### src/rtl/pixel_stream_pkg.sv
`default_nettype none
// +----------------------------------------------------------------------+
// | Module  : pixel_stream_pkg                                           |
// | Purpose : Shared types for the raster pixel stream blocks            |
// | Rev     : 1.0  initial release                                       |
// +----------------------------------------------------------------------+
package pixel_stream_pkg;

  localparam int COORD_WIDTH = 16;

  typedef logic [COORD_WIDTH-1:0] coord_t;

  typedef enum logic [1:0] {
    IDLE   = 2'd0,
    ACTIVE = 2'd1,
    HBLANK = 2'd2,
    VBLANK = 2'd3
  } raster_tx_state_t;

endpackage
`default_nettype wire

### src/rtl/pixel_raster_tx_if.sv
`default_nettype none
// +----------------------------------------------------------------------+
// | Module  : pixel_raster_tx_if                                         |
// | Purpose : Upstream ready/valid pixels plus the tagged raster output  |
// | Rev     : 1.0  initial release                                       |
// +----------------------------------------------------------------------+
interface pixel_raster_tx_if #(
  parameter int DATA_WIDTH = 8
);
  import pixel_stream_pkg::*;

  logic [DATA_WIDTH-1:0] in_data_i;
  logic                  in_valid_i;
  logic                  in_ready_o;
  logic [DATA_WIDTH-1:0] data_o;
  coord_t                col_o;
  coord_t                row_o;
  logic                  valid_o;
  logic                  sof_o;
  logic                  eof_o;

  // The transmitter side: consumes pixels, produces the tagged stream
  modport slave (
    input  in_data_i, in_valid_i,
    output in_ready_o, data_o, col_o, row_o, valid_o, sof_o, eof_o
  );

  // The frame source / stream consumer side
  modport master (
    output in_data_i, in_valid_i,
    input  in_ready_o, data_o, col_o, row_o, valid_o, sof_o, eof_o
  );

endinterface
`default_nettype wire

### src/rtl/pixel_raster_tx_counter.sv
`default_nettype none
// +----------------------------------------------------------------------+
// | Module  : raster_counter                                             |
// | Purpose : Reusable col/row raster position counter with wrap flags   |
// | Rev     : 1.0  initial release                                       |
// +----------------------------------------------------------------------+
module raster_counter
  import pixel_stream_pkg::*;
#(
  parameter int IMAGE_WIDTH  = 640,
  parameter int IMAGE_HEIGHT = 480
) (
  input  logic   clk_i,
  input  logic   rst_n_i,
  input  logic   inc_i,
  input  logic   clr_i,
  output coord_t col_o,
  output coord_t row_o,
  output logic   eol_o,
  output logic   eof_o
);

  localparam coord_t C_COL_LAST = coord_t'(IMAGE_WIDTH - 1);
  localparam coord_t C_ROW_LAST = coord_t'(IMAGE_HEIGHT - 1);

  coord_t r_col;
  coord_t r_row;

  assign col_o = r_col;
  assign row_o = r_row;
  assign eol_o = (r_col == C_COL_LAST);
  assign eof_o = (r_col == C_COL_LAST) && (r_row == C_ROW_LAST);

  // Advance in raster order; clear wins over increment
  always_ff @(posedge clk_i or negedge rst_n_i) begin
    if (!rst_n_i) begin
      r_col <= '0;
      r_row <= '0;
    end else if (clr_i) begin
      r_col <= '0;
      r_row <= '0;
    end else if (inc_i) begin
      if (eol_o) begin
        r_col <= '0;
        r_row <= eof_o ? '0 : r_row + coord_t'(1);
      end else begin
        r_col <= r_col + coord_t'(1);
      end
    end
  end

endmodule
`default_nettype wire

### src/rtl/pixel_raster_tx.sv
`default_nettype none
// +----------------------------------------------------------------------+
// | Module  : pixel_raster_tx                                            |
// | Purpose : Ready/valid pixels in, tagged raster stream out, with      |
// |           optional line/frame blanking (PIXEL_RASTER_TX_BLANK_EN)    |
// | Rev     : 1.0  initial release                                       |
// +----------------------------------------------------------------------+
module pixel_raster_tx
  import pixel_stream_pkg::*;
#(
  parameter int DATA_WIDTH   = 8,
  parameter int IMAGE_WIDTH  = 640,
  parameter int IMAGE_HEIGHT = 480,
  parameter int H_BLANK      = 0,
  parameter int V_BLANK      = 0,
  parameter int CONTINUOUS   = 0
) (
  input  logic             clk_i,
  input  logic             rst_n_i,
  input  logic             start_i,
  input  logic             abort_i,
  output logic             busy_o,
  pixel_raster_tx_if.slave stream
);

  // Where a completed frame lands: straight into the next one, or idle
  localparam raster_tx_state_t C_EOF_TARGET = (CONTINUOUS != 0) ? ACTIVE : IDLE;

  raster_tx_state_t      r_state;
  logic [DATA_WIDTH-1:0] r_data;
  coord_t                r_col;
  coord_t                r_row;
  logic                  r_valid;
  logic                  r_sof;
  logic                  r_eof;

  coord_t w_col;
  coord_t w_row;
  logic   w_eol;
  logic   w_eof;
  logic   w_ready;
  logic   w_accept;

`ifdef PIXEL_RASTER_TX_BLANK_EN
  // Blank counter loads N-1 so the blank state lasts exactly N cycles
  localparam coord_t C_HB_LOAD = coord_t'((H_BLANK > 0) ? H_BLANK - 1 : 0);
  localparam coord_t C_VB_LOAD = coord_t'((V_BLANK > 0) ? V_BLANK - 1 : 0);
  coord_t r_blank;
`else
  logic w_unused_blank_cfg;
  assign w_unused_blank_cfg = ^{32'(H_BLANK), 32'(V_BLANK)};
`endif

  // Ready depends only on state and abort, never on upstream valid
  assign w_ready          = (r_state == ACTIVE) && !abort_i;
  assign w_accept         = stream.in_valid_i && w_ready;
  assign stream.in_ready_o = w_ready;
  assign busy_o           = (r_state != IDLE);

  assign stream.data_o  = r_data;
  assign stream.col_o   = r_col;
  assign stream.row_o   = r_row;
  assign stream.valid_o = r_valid;
  assign stream.sof_o   = r_sof;
  assign stream.eof_o   = r_eof;

  raster_counter #(
    .IMAGE_WIDTH  (IMAGE_WIDTH),
    .IMAGE_HEIGHT (IMAGE_HEIGHT)
  ) u_counter (
    .clk_i   (clk_i),
    .rst_n_i (rst_n_i),
    .inc_i   (w_accept),
    .clr_i   (abort_i),
    .col_o   (w_col),
    .row_o   (w_row),
    .eol_o   (w_eol),
    .eof_o   (w_eof)
  );

  // Frame sequencing: idle / active / line blank / frame blank
  always_ff @(posedge clk_i or negedge rst_n_i) begin
    if (!rst_n_i) begin
      r_state <= IDLE;
`ifdef PIXEL_RASTER_TX_BLANK_EN
      r_blank <= '0;
`endif
    end else if (abort_i) begin
      r_state <= IDLE;
`ifdef PIXEL_RASTER_TX_BLANK_EN
      r_blank <= '0;
`endif
    end else begin
      case (r_state)
        IDLE: begin
          if (start_i) r_state <= ACTIVE;
        end
        ACTIVE: begin
          if (w_accept && w_eol) begin
`ifdef PIXEL_RASTER_TX_BLANK_EN
            if (w_eof) begin
              if (V_BLANK > 0) begin
                r_state <= VBLANK;
                r_blank <= C_VB_LOAD;
              end else begin
                r_state <= C_EOF_TARGET;
              end
            end else if (H_BLANK > 0) begin
              r_state <= HBLANK;
              r_blank <= C_HB_LOAD;
            end
`else
            if (w_eof) r_state <= C_EOF_TARGET;
`endif
          end
        end
`ifdef PIXEL_RASTER_TX_BLANK_EN
        HBLANK: begin
          if (r_blank == '0) r_state <= ACTIVE;
          else               r_blank <= r_blank - coord_t'(1);
        end
        VBLANK: begin
          if (r_blank == '0) r_state <= C_EOF_TARGET;
          else               r_blank <= r_blank - coord_t'(1);
        end
`endif
        default: r_state <= IDLE;
      endcase
    end
  end

  // Registered output beat; payload holds between beats
  always_ff @(posedge clk_i or negedge rst_n_i) begin
    if (!rst_n_i) begin
      r_valid <= 1'b0;
      r_sof   <= 1'b0;
      r_eof   <= 1'b0;
      r_data  <= '0;
      r_col   <= '0;
      r_row   <= '0;
    end else begin
      r_valid <= w_accept;
      r_sof   <= w_accept && (w_col == '0) && (w_row == '0);
      r_eof   <= w_accept && w_eof;
      if (w_accept) begin
        r_data <= stream.in_data_i;
        r_col  <= w_col;
        r_row  <= w_row;
      end
    end
  end

endmodule
`default_nettype wire

### src/flat_wrapper.sv
// flat-port wrapper written by rule: the top's interface ports become plain ports
module pixel_raster_tx_flat import pixel_stream_pkg::*;
#(
  parameter int DATA_WIDTH   = 8,
  parameter int IMAGE_WIDTH  = 640,
  parameter int IMAGE_HEIGHT = 480,
  parameter int H_BLANK      = 0,
  parameter int V_BLANK      = 0,
  parameter int CONTINUOUS   = 0
)
  (clk_i, rst_n_i, start_i, abort_i, busy_o, stream_in_data_i, stream_in_valid_i, stream_in_ready_o, stream_data_o, stream_col_o, stream_row_o, stream_valid_o, stream_sof_o, stream_eof_o);
  pixel_raster_tx_if #(.DATA_WIDTH(DATA_WIDTH)) stream_i ();
  input  logic clk_i;
  input  logic rst_n_i;
  input  logic start_i;
  input  logic abort_i;
  output logic busy_o;
  input wire logic [$bits(stream_i.in_data_i)-1:0] stream_in_data_i;
  input wire logic [$bits(stream_i.in_valid_i)-1:0] stream_in_valid_i;
  output wire logic [$bits(stream_i.in_ready_o)-1:0] stream_in_ready_o;
  output wire logic [$bits(stream_i.data_o)-1:0] stream_data_o;
  output wire logic [$bits(stream_i.col_o)-1:0] stream_col_o;
  output wire logic [$bits(stream_i.row_o)-1:0] stream_row_o;
  output wire logic [$bits(stream_i.valid_o)-1:0] stream_valid_o;
  output wire logic [$bits(stream_i.sof_o)-1:0] stream_sof_o;
  output wire logic [$bits(stream_i.eof_o)-1:0] stream_eof_o;
  assign stream_i.in_data_i = stream_in_data_i;
  assign stream_i.in_valid_i = stream_in_valid_i;
  assign stream_in_ready_o = stream_i.in_ready_o;
  assign stream_data_o = stream_i.data_o;
  assign stream_col_o = stream_i.col_o;
  assign stream_row_o = stream_i.row_o;
  assign stream_valid_o = stream_i.valid_o;
  assign stream_sof_o = stream_i.sof_o;
  assign stream_eof_o = stream_i.eof_o;
  pixel_raster_tx #(.DATA_WIDTH(DATA_WIDTH), .IMAGE_WIDTH(IMAGE_WIDTH), .IMAGE_HEIGHT(IMAGE_HEIGHT), .H_BLANK(H_BLANK), .V_BLANK(V_BLANK), .CONTINUOUS(CONTINUOUS)) u_core (.clk_i(clk_i), .rst_n_i(rst_n_i), .start_i(start_i), .abort_i(abort_i), .busy_o(busy_o), .stream(stream_i));
endmodule
### config.mk
export PLATFORM = sky130hd
export DESIGN_NAME = pixel_raster_tx_flat
export DESIGN_NICKNAME = d
export VERILOG_FILES = /design/src/rtl/pixel_stream_pkg.sv /design/src/rtl/pixel_raster_tx_if.sv /design/src/rtl/pixel_raster_tx_counter.sv /design/src/rtl/pixel_raster_tx.sv /design/src/flat_wrapper.sv
export SDC_FILE = /design/constraint.sdc
export NUM_CORES = 1
export LEC_CHECK = 0
export ABC_AREA = 1
export ABC_CLOCK_PERIOD_IN_PS = 2000
export CORE_MARGIN = 10
export CORE_UTILIZATION = 44
export DETAILED_ROUTE_END_ITERATION = 12
export PLACE_DENSITY_LB_ADDON = 0.05
export SLEW_MARGIN = 0
export SYNTH_ARGS = -nofsm -noshare
export SYNTH_HDL_FRONTEND = slang
export SYNTH_HIERARCHICAL = 1
export SYNTH_SLANG_ARGS = --single-unit
### constraint.sdc
create_clock -name clk_i -period 2 [get_ports clk_i]
set_clock_uncertainty 0.05 [all_clocks]
set_input_delay 0.4 -clock clk_i [delete_from_list [all_inputs] [get_ports clk_i]]
set_output_delay 0.4 -clock clk_i [all_outputs]
set_load 0.02 [all_outputs]
# Word-level counts from Yosys, hierarchy flattened
# Index checks and enable logic that the tools add are counted.
totals:
  ff_bits: 77
  inputBits: 13
  output_inout_bits: 45
  wordCells: 45
classes:
  n_addsub: 2
  n_eq_ne: 6
  n_mux: 12
  n_reduce_logical: 16
ops:
  columns: ["cell", "n"]
  rows:
  - ["two-way mux 16 bit", 7]
  - ["adder 16 x 1 -> 16 bit (second input constant)", 2]
  - ["zero test 16 bit", 2]
  - ["== test 16 x 10 -> 1 bit (second input constant)", 1]
  - ["== test 16 x 9 -> 1 bit (second input constant)", 1]
  - ["!= test 3 bit (second input constant)", 3]
  - ["two-way mux 2 bit", 4]
  - ["logical AND 1 bit", 7]
  - ["nonzero test 2 bit", 3]
  - ["one-hot mux 2 bit (2 select lines)", 1]
  - ["AND reduction 3 bit", 1]
  - ["== test 2 x 1 -> 1 bit (second input constant)", 1]
  - ["zero test 2 bit", 1]
  - ["AND reduction 2 bit", 1]
  - ["zero test 1 bit", 1]

# Longest topological paths before layout
# Gate-level depths: netlist (run 1).
logic_depth:
  depth_word: 7
  mapped_depth: 12
  ltp_nobuf: 11

# Modules after synthesis
# The synthesis (run 1) kept the hierarchy.
modules_own_cells:
  columns: ["mod", "n_inst", "cells_each", "area_per_inst_um2", "seq_area_each_um2"]
  rows:
  - ["raster_counter", 1, 304, 2142.1, 800.8]
  - ["pixel_raster_tx", 1, 207, 1779.2, 1101.1]

# Worst setup path after synthesis (run 1)
# OpenSTA, ideal clock, no wires.
synth_timing:
  kind: "register to register"
  from: "register u_core.r_state[0]"
  to: "register u_core.u_counter.r_col[10], in the netlist u_core/u_counter/col_o[10]"
  setup_time_ns: 0.118
  arrival_time_ns: 1.600
  slack_ns: 0.232
  stages_incl_launch_ff: 11
  path_buffers: 1
  synth_period_minus_slack_ns: 1.768
  path_cell_list: "dfrtp_1 -> nand3_2 -> inv_2 -> buf_6 -> nor2_1 -> nor2_1 -> nand3_2 -> nor2_1 -> nand2_1 -> nand2_2 -> a21oi_2"
synth_via:
  elab_chain_cells: 4
synth_rtl:
  columns: ["element", "line", "rtl"]
  rows:
  - ["start: declaration", "pixel_raster_tx.sv:29", "raster_tx_state_t r_state;"]
  - ["start signal: assignment", "pixel_raster_tx.sv:84", "r_state <= IDLE;"]
  - ["start signal: assignment", "pixel_raster_tx.sv:89", "r_state <= IDLE;"]
  - ["start signal: assignment", "pixel_raster_tx.sv:96", "if (start_i) r_state <= ACTIVE;"]
  - ["== test 2 x 1 -> 1 bit", "pixel_raster_tx.sv:55", "assign w_ready = (r_state == ACTIVE) && !abort_i;"]
  - ["logical AND 1 bit", "pixel_raster_tx.sv:55", null]
  - ["logical AND 1 bit", "pixel_raster_tx.sv:56", "assign w_accept = stream.in_valid_i && w_ready;"]
  - ["named net u_core.w_accept", "pixel_raster_tx.sv:42", "logic w_accept;"]
  - ["nonzero test 2 bit (no line)", null, null]
  - ["end signal: assignment", "pixel_raster_tx_counter.sv:47", "r_col <= r_col + coord_t'(1);"]
  - ["end: declaration", "pixel_raster_tx_counter.sv:26", "coord_t r_col;"]
# The timed path passes the listed nets, and every way through them passes these cells.
# A chain may end at the register's enable or synchronous reset.

# Worst setup path after layout (run 1)
layout_timing:
  from: "register u_core.r_state[0]"
  to: "output busy_o"
layout_via:
  elab_chain_cells: 1
layout_rtl:
  columns: ["element", "line", "rtl"]
  rows:
  - ["nonzero test 2 bit", "pixel_raster_tx.sv:58", "assign busy_o = (r_state != IDLE);"]
  - ["end: declaration", "flat_wrapper.sv:17", "output logic busy_o;"]
# No other way between the ends.

==> qor.csv, run 1 <==
metric,value,unit
final setup vio count,0,
Synth top area share,0.485,
global routing's busiest layer,met1,
Area growth syn-to-layout,25.1,%
nets@finish,598,
DRT antenna net count,0,
post-synthesis cell area,3920,um2
clk root buf,clkbuf_8,
WL final,9720,um
first-pass GRT wire length,17100,um
DP HPWL,6920,um
Port Buffers,57,
Syn Inst Count,511,
Final Hold Fails,0,
Reg area,1900,um2
DRT Pass-1 Iters,4,
Max Root-Sink Buffers,2,
worst-path cell chain,clkdlybuf4s50_1,
status,"complete, no violations",
H-tree depth,3,
Worst-Margin Slew,527,ps
worst reg2reg path depth,7,
CTS Buf Count,9,
First DRT Iteration DRCs,197,
critical path's top delay family,buffers and inverters,
full die area,13100,um2
initial antenna violation count,0,
vias in the first global route,3376,
leakage power,2.36,nW
Worst-path clk slew,90,ps
core area,8680,um2
delay of the slowest critical-path stage,640,ps
fillcell total,841,
multi-input logic area,1710,um2
"count leader, synth",nand2_1,
share of layout cells above drive strength 1,0.104,
synth unique cells,36,
Die Y,114,um
ys flop type,dfrtp_1,
CP Depth,1,
Hold Path Depth,2,
GRT met1 Usage,0.232,
FF-to-FF setup slack,240,ps
drt wl/cell,14.0,um
met2 Use GR,0.223,
critical-path maximum fanout,4,
CP Launch Type,flip-flop,
PwrDens,717,nW/um2
# rows,34,
Post-synth EDFFs,0,
"Avg Cell Area, Syn",7.67,um2
RSZ-0062 raised after global routing,false,
Required @ worst endpoint,1550,ps
Slew Limit Fails,0,
Max VDD drop,0.319,mV
Commonest cells post-synth,"nand2_1, dfrtp_1, nor2_1",
Crit Path Class,reg2out,
routability cong.,0.855,
fin crit period,1840,ps
ANT cells,0,
"Slowest-stage cell, CP",clkdlybuf4s50_1,
Min-Delay Path Class,reg2reg,
M3 GR Usage,0.0341,
maxcap violations,0,
Final period util,0.921,
Max transition margin,0.649,
Peak Freq,543,MHz
Power Total,0.00352,W
die width,114,um
"Buf+Inv Stages, Crit Path",1,
via count,3395,
Global Route Usage Sum,0.158,
Synth async-reset ratio,1.00,
CP endpoint kind,output pin,
drt via density,4.88,
io pins,58,
setup TNS,0,ps
Sinks on Clock Net,76,
syn nets,526,
synth top area cells,"dfrtp_1, nand2_1, nor2_1",
final hold slack,430,ps
CTS tree,done,
grt ovf,0,
Yosys reg bits,76,
Initial Util,0.452,
cell accounting for the most synthesized area,dfrtp_1,
"Seq/Total Area, Yosys",0.485,
largest net degree at the start of global routing,52,
drt drc,0,
clk_lat worst skew,350,ps
Worst Path Arrival,1390,ps
Synth Warn #,6,
[metrics by stage]
step	setup WS, ps	cells	area, um2	utilization
after floorplan	232	511	3920	-
after global placement	-79.1	679	4650	0.536
after detailed placement	-109	679	4650	0.536
after CTS	135	696	4910	0.565
after global routing	62.6	696	4910	0.565
final	158	696	4910	0.565
[routing by layer]
layer	share of wire	vias up
li1	-	1738
met1	0.50	1555
met2	0.42	98
met3	0.074	4
met4	0.0062	0
met5	0	-
[registers in the layout (all words and copies together) (netlist names)]
register                count
u_core/stream.row_o        16
u_core/stream.data_o        8
u_core/stream.col_o        16
u_core/stream.valid_o       1
u_core/r_state              1
u_core/stream.sof_o         1
u_core/u_counter/row_o     16
u_core/stream.eof_o         1
u_core/u_counter/col_o     16
[path summary, 6_finish.rpt]
kind | end | startpoint
min in group asynchronous | u_core/stream.col_o[12]$_DFFE_PN0N_ | rst_n_i
setup / recovery | busy_o | u_core/r_state[0]$_DFFE_PN0P_
hold reg to reg | u_core/stream.col_o[15]$_DFFE_PN0N_ | u_core/stream.col_o[15]$_DFFE_PN0N_
max in group asynchronous | u_core/stream.col_o[1]$_DFFE_PN0N_ | rst_n_i
setup reg to reg | u_core/u_counter/col_o[12]$_DFFE_PN0P_ | u_core/u_counter/col_o[0]$_DFFE_PN0P_
hold / removal | u_core/stream.col_o[15]$_DFFE_PN0N_ | u_core/stream.col_o[15]$_DFFE_PN0N_
[where the power goes]
group,switching [W],internal [W],total [W],leakage [nW]
logic,0.000243,0.000185,0.000428,1.20
clock network,0.000592,0.000863,0.00146,0.122
registers,0.0000351,0.00160,0.00163,1.04
[final cells by class]
cell class,instances,share of cell area
multi-input combinational,369,0.348
clock inverter,6,0.0227
clock buffer,10,0.0280
inverter,51,0.0390
timing repair buffer,76,0.148
sequential,76,0.388
tap,108,0.0275
[cell usage in the layout (no fill, tap or decap), drive strengths merged]
| cell type | synthesis | final |
|---|---|---|
| nand2 | 198 | 198 |
| dfrtp | 76 | 76 |
| nor2 | 61 | 61 |
| clkdlybuf4s50 | 0 | 55 |
| inv | 51 | 51 |
| nand3 | 40 | 40 |
| o21ai | 30 | 30 |
| buf | 13 | 19 |
| clkbuf | 2 | 10 |
| nand4 | 8 | 8 |
| nor3 | 7 | 7 |
| xor2 | 6 | 6 |
| a21oi | 5 | 5 |
| bufinv | 0 | 3 |
| nand3b | 3 | 3 |
| or2 | 2 | 2 |
| xnor2 | 2 | 2 |
| ha | 2 | 2 |
| clkinv | 0 | 2 |
| clkinvlp | 0 | 1 |
| dlygate4sd3 | 0 | 1 |
| dlygate4sd2 | 0 | 1 |
| nor4 | 1 | 1 |
| nor2b | 1 | 1 |
| a31oi | 1 | 1 |
| mux2i | 1 | 1 |
| and2 | 1 | 1 |
[cells by family after synthesis]
group,count (synthesis),share of synthesized area
and+or+nand+nor,322,0.353
DFF,76,0.485
buffers and inverters,66,0.0801
AOI/OAI and AO/OA,36,0.0549
xor gates and xnor gates,8,0.0179
adders and majority gates,2,0.00638
muxes,1,0.00255
[timing repair]
item / 4_1_cts / 5_1_grt
buffers inserted: 0 / 0
setup endpoints to repair: 1 / 0
resized for setup: 1 / 0
endpoints found under the hold margin: 23 / 0
hold buffers: 1 / 0
Power figures use the tool's default switching activity.
==> run 2: changes to the inputs <==
- REMOVE_ABC_BUFFERS: not set -> 1
- SLEW_MARGIN: 0 -> 25
==> run 2 against run 1 <==
Effect of this change: core utilization fell by 1.4 points; count of clock-buffer cells in the layout fell by 1; sequential power barely moved; via count fell by 0.68%; die area did not move; combinational power barely moved; first-iteration DRC count fell by 19%; sequential share of layout area rose by 0.99 points; critical path type unchanged; largest cell class unchanged.
==> qor.csv, run 2 (synthesis gave the netlist of run 1 again) <==
metric,value,unit
status,"complete, no violations",
Hold Path Depth,2,
RSZ-0062 raised after global routing,false,
Crit Path Class,reg2out,
Peak Freq,551,MHz
Area growth syn-to-layout,22.0,%
Required @ worst endpoint,1550,ps
Max VDD drop,0.295,mV
Sinks on Clock Net,76,
drt via density,4.88,
drt wl/cell,13.8,um
io pins,58,
"Buf+Inv Stages, Crit Path",1,
Worst-Margin Slew,521,ps
WL final,9540,um
largest net degree at the start of global routing,52,
startpoint of the worst hold path,u_core/stream.col_o[7]$_DFFE_PN0N_,
Slew Limit Fails,0,
clk root buf,clkbuf_8,
first-pass GRT wire length,16100,um
via count,3372,
initial antenna violation count,0,
share of layout cells above drive strength 1,0.0961,
Min-Delay Path Class,reg2reg,
CTS Buf Count,9,
maxcap violations,0,
Die Y,114,um
Global Route Usage Sum,0.149,
fin crit period,1810,ps
CP Launch Type,flip-flop,
DRT Pass-1 Iters,5,
Worst-path clk slew,70,ps
critical path's top delay family,buffers and inverters,
ANT cells,0,
Max transition margin,0.653,
drt drc,0,
FF-to-FF setup slack,260,ps
FF-to-FF Start,u_core/u_counter/col_o[8]$_DFFE_PN0P_,
# rows,34,
Worst Path Arrival,1360,ps
grt ovf,0,
Port Buffers,57,
DP HPWL,6810,um
core area,8680,um2
critical-path maximum fanout,4,
Power Total,0.00306,W
First DRT Iteration DRCs,159,
Final Hold Fails,0,
PwrDens,641,nW/um2
worst reg2reg path depth,8,
leakage power,2.31,nW
clk_lat worst skew,350,ps
nets@finish,594,
Post-CTS Setup Bufs,0,
reg-to-reg endpoint,u_core/r_state[0]$_DFFE_PN0P_,
"most common cell after layout, fill and taps aside",nand2_1,
final hold slack,433,ps
full die area,13100,um2
worst-path cell chain,clkdlybuf4s50_1,
Max Root-Sink Buffers,2,
delay of the slowest critical-path stage,630,ps
CTS tree,done,
H-tree depth,3,
routability cong.,0.880,
Initial Util,0.452,
DRT antenna net count,0,
CP endpoint kind,output pin,
final setup vio count,0,
Final period util,0.907,
Hold Path End,u_core/stream.col_o[7]$_DFFE_PN0N_,
vias in the first global route,3244,
"Slowest-stage cell, CP",clkdlybuf4s50_1,
die width,114,um
"commonest non-fill, non-tap cells in the layout","nand2_1, dfrtp_1, nor2_1",
run 2: area by class of cell:
type	instances	area [um2]
clock buffers	9	124
clock inverters	6	32.5
fillers	844	3890
inverters	51	191
multi-input cells	369	1710
flip-flops and latches	76	1900
well taps	108	135
repair buffers	72	694
run 2: worst max path at each step:
| stage | depth (start not counted) | slack [ps] | to | start |
|---|---|---|---|---|
| floorplan | 9 | -590 | u_core/u_counter/col_o[10]$_DFFE_PN0P_ | u_core/r_state[0]$_DFFE_PN0P_ |
| global placement | 12 | -30 | u_core/u_counter/col_o[14]$_DFFE_PN0P_ | abort_i |
| detailed placement | 12 | -70 | u_core/u_counter/col_o[14]$_DFFE_PN0P_ | abort_i |
| CTS | 1 | 160 | busy_o | u_core/r_state[0]$_DFFE_PN0P_ |
| global route | 8 | 80 | u_core/r_state[0]$_DFFE_PN0P_ | u_core/u_counter/row_o[0]$_DFFE_PN0P_ |
| finish | 1 | 190 | busy_o | u_core/r_state[0]$_DFFE_PN0P_ |
run 2: report_power, final:
| group | internal (W) | switching (W) | total (W) |
|---|---|---|---|
| Clock | 0.000433 | 0.000572 | 0.00100 |
| Sequential | 0.00160 | 0.0000377 | 0.00164 |
| Combinational | 0.000180 | 0.000244 | 0.000425 |
run 2: per-layer routing:
metal / wire length, um / GRT usage
met4: 85 / 0.0426
met5: 0 / 0
met2: 4750 / 0.247
met3: 368 / 0.0414
met1: 4330 / 0.185
run 2: what timing repair did:
| item | 4_1_cts | 5_1_grt |
|---|---|---|
| endpoints found under the setup margin | 1 | 0 |
| endpoints found under the hold margin | 30 | 0 |
| hold buffers | 1 | 0 |
| gates resized for setup | 1 | 0 |
run 2: through the flow:
stage | setup TNS, ps | setup WS [ps] | instance area, um2 | std cells | utilization
2_1_floorplan | -13780 | -589 | 3800 | 496 | -
3_3_place_gp | -121 | -28.0 | 4620 | 675 | 0.532
3_5_place_dp | -943 | -68.0 | 4620 | 675 | 0.532
4_1_cts | 0 | 159 | 4780 | 691 | 0.551
5_1_grt | 0 | 76.8 | 4780 | 691 | 0.551
6_report | 0 | 187 | 4780 | 691 | 0.551
